File: src/rtl/store_align_unit_if.sv
// Store request / data bus bundle for store_align_unit.
// slave = the unit's view; master = the requester and bus environment driving it.
interface store_align_unit_if #(
    parameter int XLEN   = 32,
    parameter int ADDR_W = 32
);
    localparam int NB = XLEN / 8;

    logic              req_valid;
    logic              req_ready;
    logic [ADDR_W-1:0] req_addr;
    logic [1:0]        req_size;
    logic [XLEN-1:0]   req_data;

    logic              bus_valid;
    logic              bus_ready;
    logic [ADDR_W-1:0] bus_addr;
    logic [XLEN-1:0]   bus_wdata;
    logic [NB-1:0]     bus_be;

    logic              done;
    logic              fault;

    modport master (
        output req_valid, req_addr, req_size, req_data, bus_ready,
        input  req_ready, bus_valid, bus_addr, bus_wdata, bus_be, done, fault
    );

    modport slave (
        input  req_valid, req_addr, req_size, req_data, bus_ready,
        output req_ready, bus_valid, bus_addr, bus_wdata, bus_be, done, fault
    );
endinterface

File: src/rtl/store_align_unit.sv
// Sequential store aligner: lane-aligns SB/SH/SW/SD data, builds byte enables, drives a
// valid/ready bus. Define STORE_ALIGN_MISALIGN_EN to split XLEN-crossing stores into two beats.
module store_align_unit #(
    parameter int XLEN   = 32,
    parameter int ADDR_W = 32
) (
    input  logic                clk,
    input  logic                rst_n,
    store_align_unit_if.slave   sif
);
    localparam int NB = XLEN / 8;
    localparam int OW = $clog2(NB);
    localparam int MW = 2 * NB;

    typedef enum logic [1:0] {IDLE, BEAT0, BEAT1} state_t;

    state_t            state, state_nxt;
    logic [2*XLEN-1:0] wide_q, wide_d;
    logic [MW-1:0]     mask_q, mask_d;
    logic [ADDR_W-1:0] base_q, base_d;
    logic              done_q, done_d;
    logic              fault_q, fault_d;

    logic              accept;
    logic              hs;
    logic              aligned;
    logic              legal;
    logic [OW-1:0]     off;
    logic [3:0]        nbytes;
    logic [XLEN-1:0]   data_m;

    logic [ADDR_W-1:0] bus_addr;
    logic [XLEN-1:0]   bus_wdata;
    logic [NB-1:0]     bus_be;

    assign accept = sif.req_valid & sif.req_ready;
    assign hs     = sif.bus_valid & sif.bus_ready;
    assign off    = sif.req_addr[OW-1:0];
    assign nbytes = 4'd1 << sif.req_size;

    // Request decode: mask data to the access size and place it across two XLEN words.
    always_comb begin
        data_m = '0;
        for (int i = 0; i < NB; i++) begin
            if (i < int'(nbytes)) data_m[8*i +: 8] = sif.req_data[8*i +: 8];
        end
        wide_d = {{XLEN{1'b0}}, data_m} << {off, 3'b000};
        mask_d = MW'((32'd1 << nbytes) - 32'd1) << off;
        base_d = {sif.req_addr[ADDR_W-1:OW], {OW{1'b0}}};
    end

    always_comb begin
`ifdef STORE_ALIGN_MISALIGN_EN
        aligned = 1'b1;
`else
        aligned = (off & OW'(nbytes - 4'd1)) == '0;
`endif
        legal = aligned && !(XLEN == 32 && sif.req_size == 2'd3);
    end

    always_ff @(posedge clk or negedge rst_n) begin
        if (!rst_n) state <= IDLE;
        else        state <= state_nxt;
    end

    always_comb begin
        state_nxt = state;
        done_d    = 1'b0;
        fault_d   = 1'b0;
        case (state)
            IDLE: begin
                if (accept) begin
                    if (legal) state_nxt = BEAT0;
                    else       fault_d   = 1'b1;
                end
            end
            BEAT0: begin
                if (hs) begin
                    if (mask_q[MW-1:NB] != '0) begin
                        state_nxt = BEAT1;
                    end else begin
                        state_nxt = IDLE;
                        done_d    = 1'b1;
                    end
                end
            end
            BEAT1: begin
                if (hs) begin
                    state_nxt = IDLE;
                    done_d    = 1'b1;
                end
            end
            default: state_nxt = IDLE;
        endcase
    end

    // Payload is captured once at accept and held until the final handshake.
    always_ff @(posedge clk or negedge rst_n) begin
        if (!rst_n) begin
            wide_q  <= '0;
            mask_q  <= '0;
            base_q  <= '0;
            done_q  <= 1'b0;
            fault_q <= 1'b0;
        end else begin
            done_q  <= done_d;
            fault_q <= fault_d;
            if (accept && legal) begin
                wide_q <= wide_d;
                mask_q <= mask_d;
                base_q <= base_d;
            end
        end
    end

    // Outputs decode from registered state only, so bus_ready never reaches them combinationally.
    always_comb begin
        bus_addr  = '0;
        bus_wdata = '0;
        bus_be    = '0;
        case (state)
            BEAT0: begin
                bus_addr  = base_q;
                bus_wdata = wide_q[XLEN-1:0];
                bus_be    = mask_q[NB-1:0];
            end
            BEAT1: begin
                bus_addr  = base_q + ADDR_W'(NB);
                bus_wdata = wide_q[2*XLEN-1:XLEN];
                bus_be    = mask_q[MW-1:NB];
            end
            default: ;
        endcase
    end

    assign sif.req_ready = (state == IDLE);
    assign sif.bus_valid = (state != IDLE);
    assign sif.bus_addr  = bus_addr;
    assign sif.bus_wdata = bus_wdata;
    assign sif.bus_be    = bus_be;
    assign sif.done      = done_q;
    assign sif.fault     = fault_q;
endmodule

File: src/flat_wrapper.sv
// flat-port wrapper written by rule: the top's interface ports become plain ports
module store_align_unit_flat 
#(
    parameter int XLEN   = 32,
    parameter int ADDR_W = 32
)
  (clk, rst_n, sif_req_valid, sif_req_addr, sif_req_size, sif_req_data, sif_bus_ready, sif_req_ready, sif_bus_valid, sif_bus_addr, sif_bus_wdata, sif_bus_be, sif_done, sif_fault);
  store_align_unit_if #(.XLEN(XLEN), .ADDR_W(ADDR_W)) sif_i ();
  input  logic clk;
  input  logic rst_n;
  input wire logic [$bits(sif_i.req_valid)-1:0] sif_req_valid;
  input wire logic [$bits(sif_i.req_addr)-1:0] sif_req_addr;
  input wire logic [$bits(sif_i.req_size)-1:0] sif_req_size;
  input wire logic [$bits(sif_i.req_data)-1:0] sif_req_data;
  input wire logic [$bits(sif_i.bus_ready)-1:0] sif_bus_ready;
  output wire logic [$bits(sif_i.req_ready)-1:0] sif_req_ready;
  output wire logic [$bits(sif_i.bus_valid)-1:0] sif_bus_valid;
  output wire logic [$bits(sif_i.bus_addr)-1:0] sif_bus_addr;
  output wire logic [$bits(sif_i.bus_wdata)-1:0] sif_bus_wdata;
  output wire logic [$bits(sif_i.bus_be)-1:0] sif_bus_be;
  output wire logic [$bits(sif_i.done)-1:0] sif_done;
  output wire logic [$bits(sif_i.fault)-1:0] sif_fault;
  assign sif_i.req_valid = sif_req_valid;
  assign sif_i.req_addr = sif_req_addr;
  assign sif_i.req_size = sif_req_size;
  assign sif_i.req_data = sif_req_data;
  assign sif_i.bus_ready = sif_bus_ready;
  assign sif_req_ready = sif_i.req_ready;
  assign sif_bus_valid = sif_i.bus_valid;
  assign sif_bus_addr = sif_i.bus_addr;
  assign sif_bus_wdata = sif_i.bus_wdata;
  assign sif_bus_be = sif_i.bus_be;
  assign sif_done = sif_i.done;
  assign sif_fault = sif_i.fault;
  store_align_unit #(.XLEN(XLEN), .ADDR_W(ADDR_W)) u_core (.clk(clk), .rst_n(rst_n), .sif(sif_i));
endmodule
File: config.mk
export PLATFORM = sky130hd
export DESIGN_NAME = store_align_unit_flat
export DESIGN_NICKNAME = d
export VERILOG_FILES = /design/src/rtl/store_align_unit_if.sv /design/src/rtl/store_align_unit.sv /design/src/flat_wrapper.sv
export SDC_FILE = /design/constraint.sdc
export NUM_CORES = 1
export LEC_CHECK = 0
export ABC_CLOCK_PERIOD_IN_PS = 4650
export BUFFER_PORTS_ARGS = -buffer_cell sky130_fd_sc_hd__buf_2
export CORE_MARGIN = 5
export CORE_UTILIZATION = 55
export DETAILED_ROUTE_END_ITERATION = 12
export PLACE_DENSITY_LB_ADDON = 0.05
export SLEW_MARGIN = 20
export SYNTH_ARGS = -nofsm -noshare
export SYNTH_HDL_FRONTEND = slang
export SYNTH_SLANG_ARGS = --single-unit
File: constraint.sdc
create_clock -name clk -period 4.65 [get_ports clk]
set_clock_uncertainty 0.05 [all_clocks]
set_input_delay 0.2325 -clock clk [delete_from_list [all_inputs] [get_ports clk]]
set_output_delay 0.2325 -clock clk [all_outputs]
set_load 0.02 [all_outputs]
==> results.json <==
{
  "cp_max_fo": 34,
  "clkTransAtPathRegs_ns": 0.09,
  "period_share_pct": 70.5,
  "drtAntennaViolNets": 0,
  "drv_slew": 0,
  "dp_slack_ns": 1.56,
  "r2r_start": "u_core.state[1]",
  "dr.pass1.iters": 5,
  "p_leak_uw": 0.00323,
  "grt_pass1_wl_mm": 26.0,
  "timing.critical_path.to": "sif_bus_addr[30]",
  "area_growth_pct": 17.2,
  "wl_per_cell_um": 18.5,
  "required_ns": 4.37,
  "use_met2_pct": 40.2,
  "worstRegToRegCells": 5,
  "start_util_pct": 55.7,
  "synth_area_sq_um": 5670,
  "fin_crit_ns": 3.28,
  "critical_path_buf_inv_count": 3,
  "status": "completed",
  "rsz0062_at_grt": "no",
  "clockBufferDepth": 2,
  "die_w_um": 112,
  "yosys-top-cells-area": "dfrtp_1 (43%), mux2_2 (8.1%), nand2_1 (6.0%), a22o_1 (5.7%), o21ai_0 (4.3%)",
  "grt_use_met3_pct": 4.08,
  "critPathArrivalTime_ns": 2.99,
  "die_h_um": 112,
  "core_area_sq_um": 10200,
  "grt.overflow.total": 0,
  "clock.fmax_mhz": 305,
  "top_usage_layer": "met2",
  "seq_area_frac_synth_pct": 43.2,
  "start_kind": "flop",
  "ioPinCount": 142,
  "seq_area_sq_um": 2450,
  "final-hold-violation-count": 0,
  "cpMaxStageDelayCell": "ha_1",
  "ys_ff_latch": 98,
  "place_congestion": 0.948,
  "synthCells": 606,
  "cp.depth": 7,
  "yosysWarnings": 0,
  "final_cell_mix": "buf_2 (138), dfrtp_1 (98), nand2_1 (91), o21ai_0 (49), mux2_2 (41)",
  "drive_gt1_share_pct": 29.8,
  "end_kind": "output pin",
  "cp_cell_sequence": "inv_1 -> ha_1 -> and2_1 -> buf_4 -> o311ai_0 -> o31ai_1 -> buf_2",
  "grt_pass1_vias": 5098,
  "synth_top_area_share_pct": 43.2,
  "hold_class": "input port to flop",
  "grt_util_met1_pct": 34.6,
  "critical_path.top_delay_family": "buffers and inverters",
  "wl_mm": 15.8,
  "slew_headroom_pct": 48.8,
  "synth_edf_count": 0,
  "grt_antenna_before_repair": 0,
  "cpPeakStageDelay_ns": 0.56,
  "grtUsageTotal_pct": 25.6,
  "async_reset_ff_share_pct": 100,
  "die-area_sq_um": 12400,
  "fill_cells": 877,
  "route.vias.total": 5228,
  "port_buffers": 139,
  "layout.cells.non_filler": 853,
  "vias_per_cell": 6.13,
  "layout_commonest_cell": "buf_2",
  "ir_drop_mv": 0.263,
  "grt_max_degree": 73,
  "critPathKind": "flop to output pin",
  "ctsResizeCount": 0,
  "maxCapViolCount": 0,
  "syn_avg_cell_area_sq_um": 9.36,
  "num_antenna_cells": 0,
  "cts_root_buf": "clkbuf_8",
  "crit_start": "u_core.state[1]",
  "row_count": 37,
  "drt_iter0_drc": 425,
  "clk_latency_ns": 0.38,
  "finalNetCount": 788,
  "rrSetupSlack_ns": 2.19,
  "hold_slack_ns": 0.0336,
  "fin_ws_ns": 1.37,
  "clkSinkCount": 98,
  "setup_tns_ns": 0,
  "power_density_nw_per_um2": 500,
  "dpl.hpwl_mm": 11.2,
  "cts_tree": "done",
  "synth_area_leader_cell": "dfrtp_1",
  "multi_input_area_sq_um": 2980,
  "htree_levels": 3,
  "synth_cell_types": 51,
  "dp_cells": 836,
  "cts_buffers": 9,
  "setup_viol": 0,
  "drc": 0,
  "r2r-end": "u_core.base_q[3]",
  "synth-main-ff-cell": "dfrtp_1",
  "tightest_slew_ns": 0.769
}
==> synthesized netlist by cell type, types with 3 or more instances <==
cell and count:
nor2_1 25, and3_1 20, o211ai_1 5, mux2_2 41, buf_2 11, o21ai_0 49
and2_1 14, a31oi_1 15, or4_1 6, buf_1 3, inv_1 11, clkbuf_1 34
o22ai_1 3, mux2i_1 8, o41ai_1 9, dfrtp_1 98, a21oi_1 14, buf_4 3
o31ai_1 20, a22o_1 37, nand3_1 22, ha_1 6, a21o_1 8, o32a_1 8
nand2_1 91, nand4_1 9, a211oi_1 8
==> logic make-up after synthesis <==
| kind of cell | share of synthesized area [%] |
|---|---|
| simple gates | 18.3 |
| compound gates | 22.9 |
| flops | 43.2 |
| buf+inv | 4.63 |
| mux | 9.55 |
| fa+ha+maj | 1.32 |
| other cells | 0.0661 |
==> sequential cells by signal, summed over array words and instances (netlist names) <==
| register | cells |
|---|---|
| u_core.state | 2 |
| u_core.mask_q | 8 |
| u_core.wide_q | 56 |
| u_core.sif.done | 1 |
| u_core.sif.fault | 1 |
| u_core.base_q | 30 |
==> stage by stage <==
step,util (%),area [sq um],total power (uW)
2_1_floorplan,-,5680,2250
3_3_place_gp,62.7,6380,2590
3_5_place_dp,62.7,6380,2640
4_1_cts,65.2,6640,3330
5_1_grt,65.3,6650,3540
6_report,65.3,6650,3320
==> what timing repair did <==
| action | in CTS | in global routing |
|---|---|---|
| hold buffers | 1 | 0 |
| setup buffers | 0 | 0 |
| endpoints found under the hold margin | 38 | 0 |
==> per-layer routing <==
layer	routed length (um)	vias to the layer above
met5	0	-
met4	573	0
met3	983	39
met2	7460	206
met1	6790	2537
li1	-	2446
==> area by class of cell <==
class | count | share of cell area [%]
multi-input combinational | 446 | 44.8
clock inverter | 4 | 1.47
sequential | 98 | 36.9
timing repair buffer | 146 | 11.3
tap | 136 | 2.56
clock buffer | 12 | 2.33
inverter | 11 | 0.621
==> power by group <==
group	total, uW	internal [uW]	switching, uW	leakage [uW]
Clock	689	387	302	0.000123
Sequential	1460	1150	307	0.00126
Combinational	1170	467	706	0.00184
Total	3320	2010	1320	0.00323
==> how the worst min path moves through the flow <==
stage	from	endpoint	slack (ns)	cells past startpoint
finish	sif_req_addr[16]	u_core.base_q[16]	0.03	2
global route	sif_req_addr[18]	u_core.base_q[18]	0.03	2
floorplan	rst_n	u_core.base_q[10]	-0.11	0
detailed placement	rst_n	u_core.base_q[24]	0.19	1
CTS	sif_req_addr[25]	u_core.base_q[25]	0.01	2
global placement	rst_n	u_core.base_q[23]	0.18	1
(Power assumes the default switching activity.)
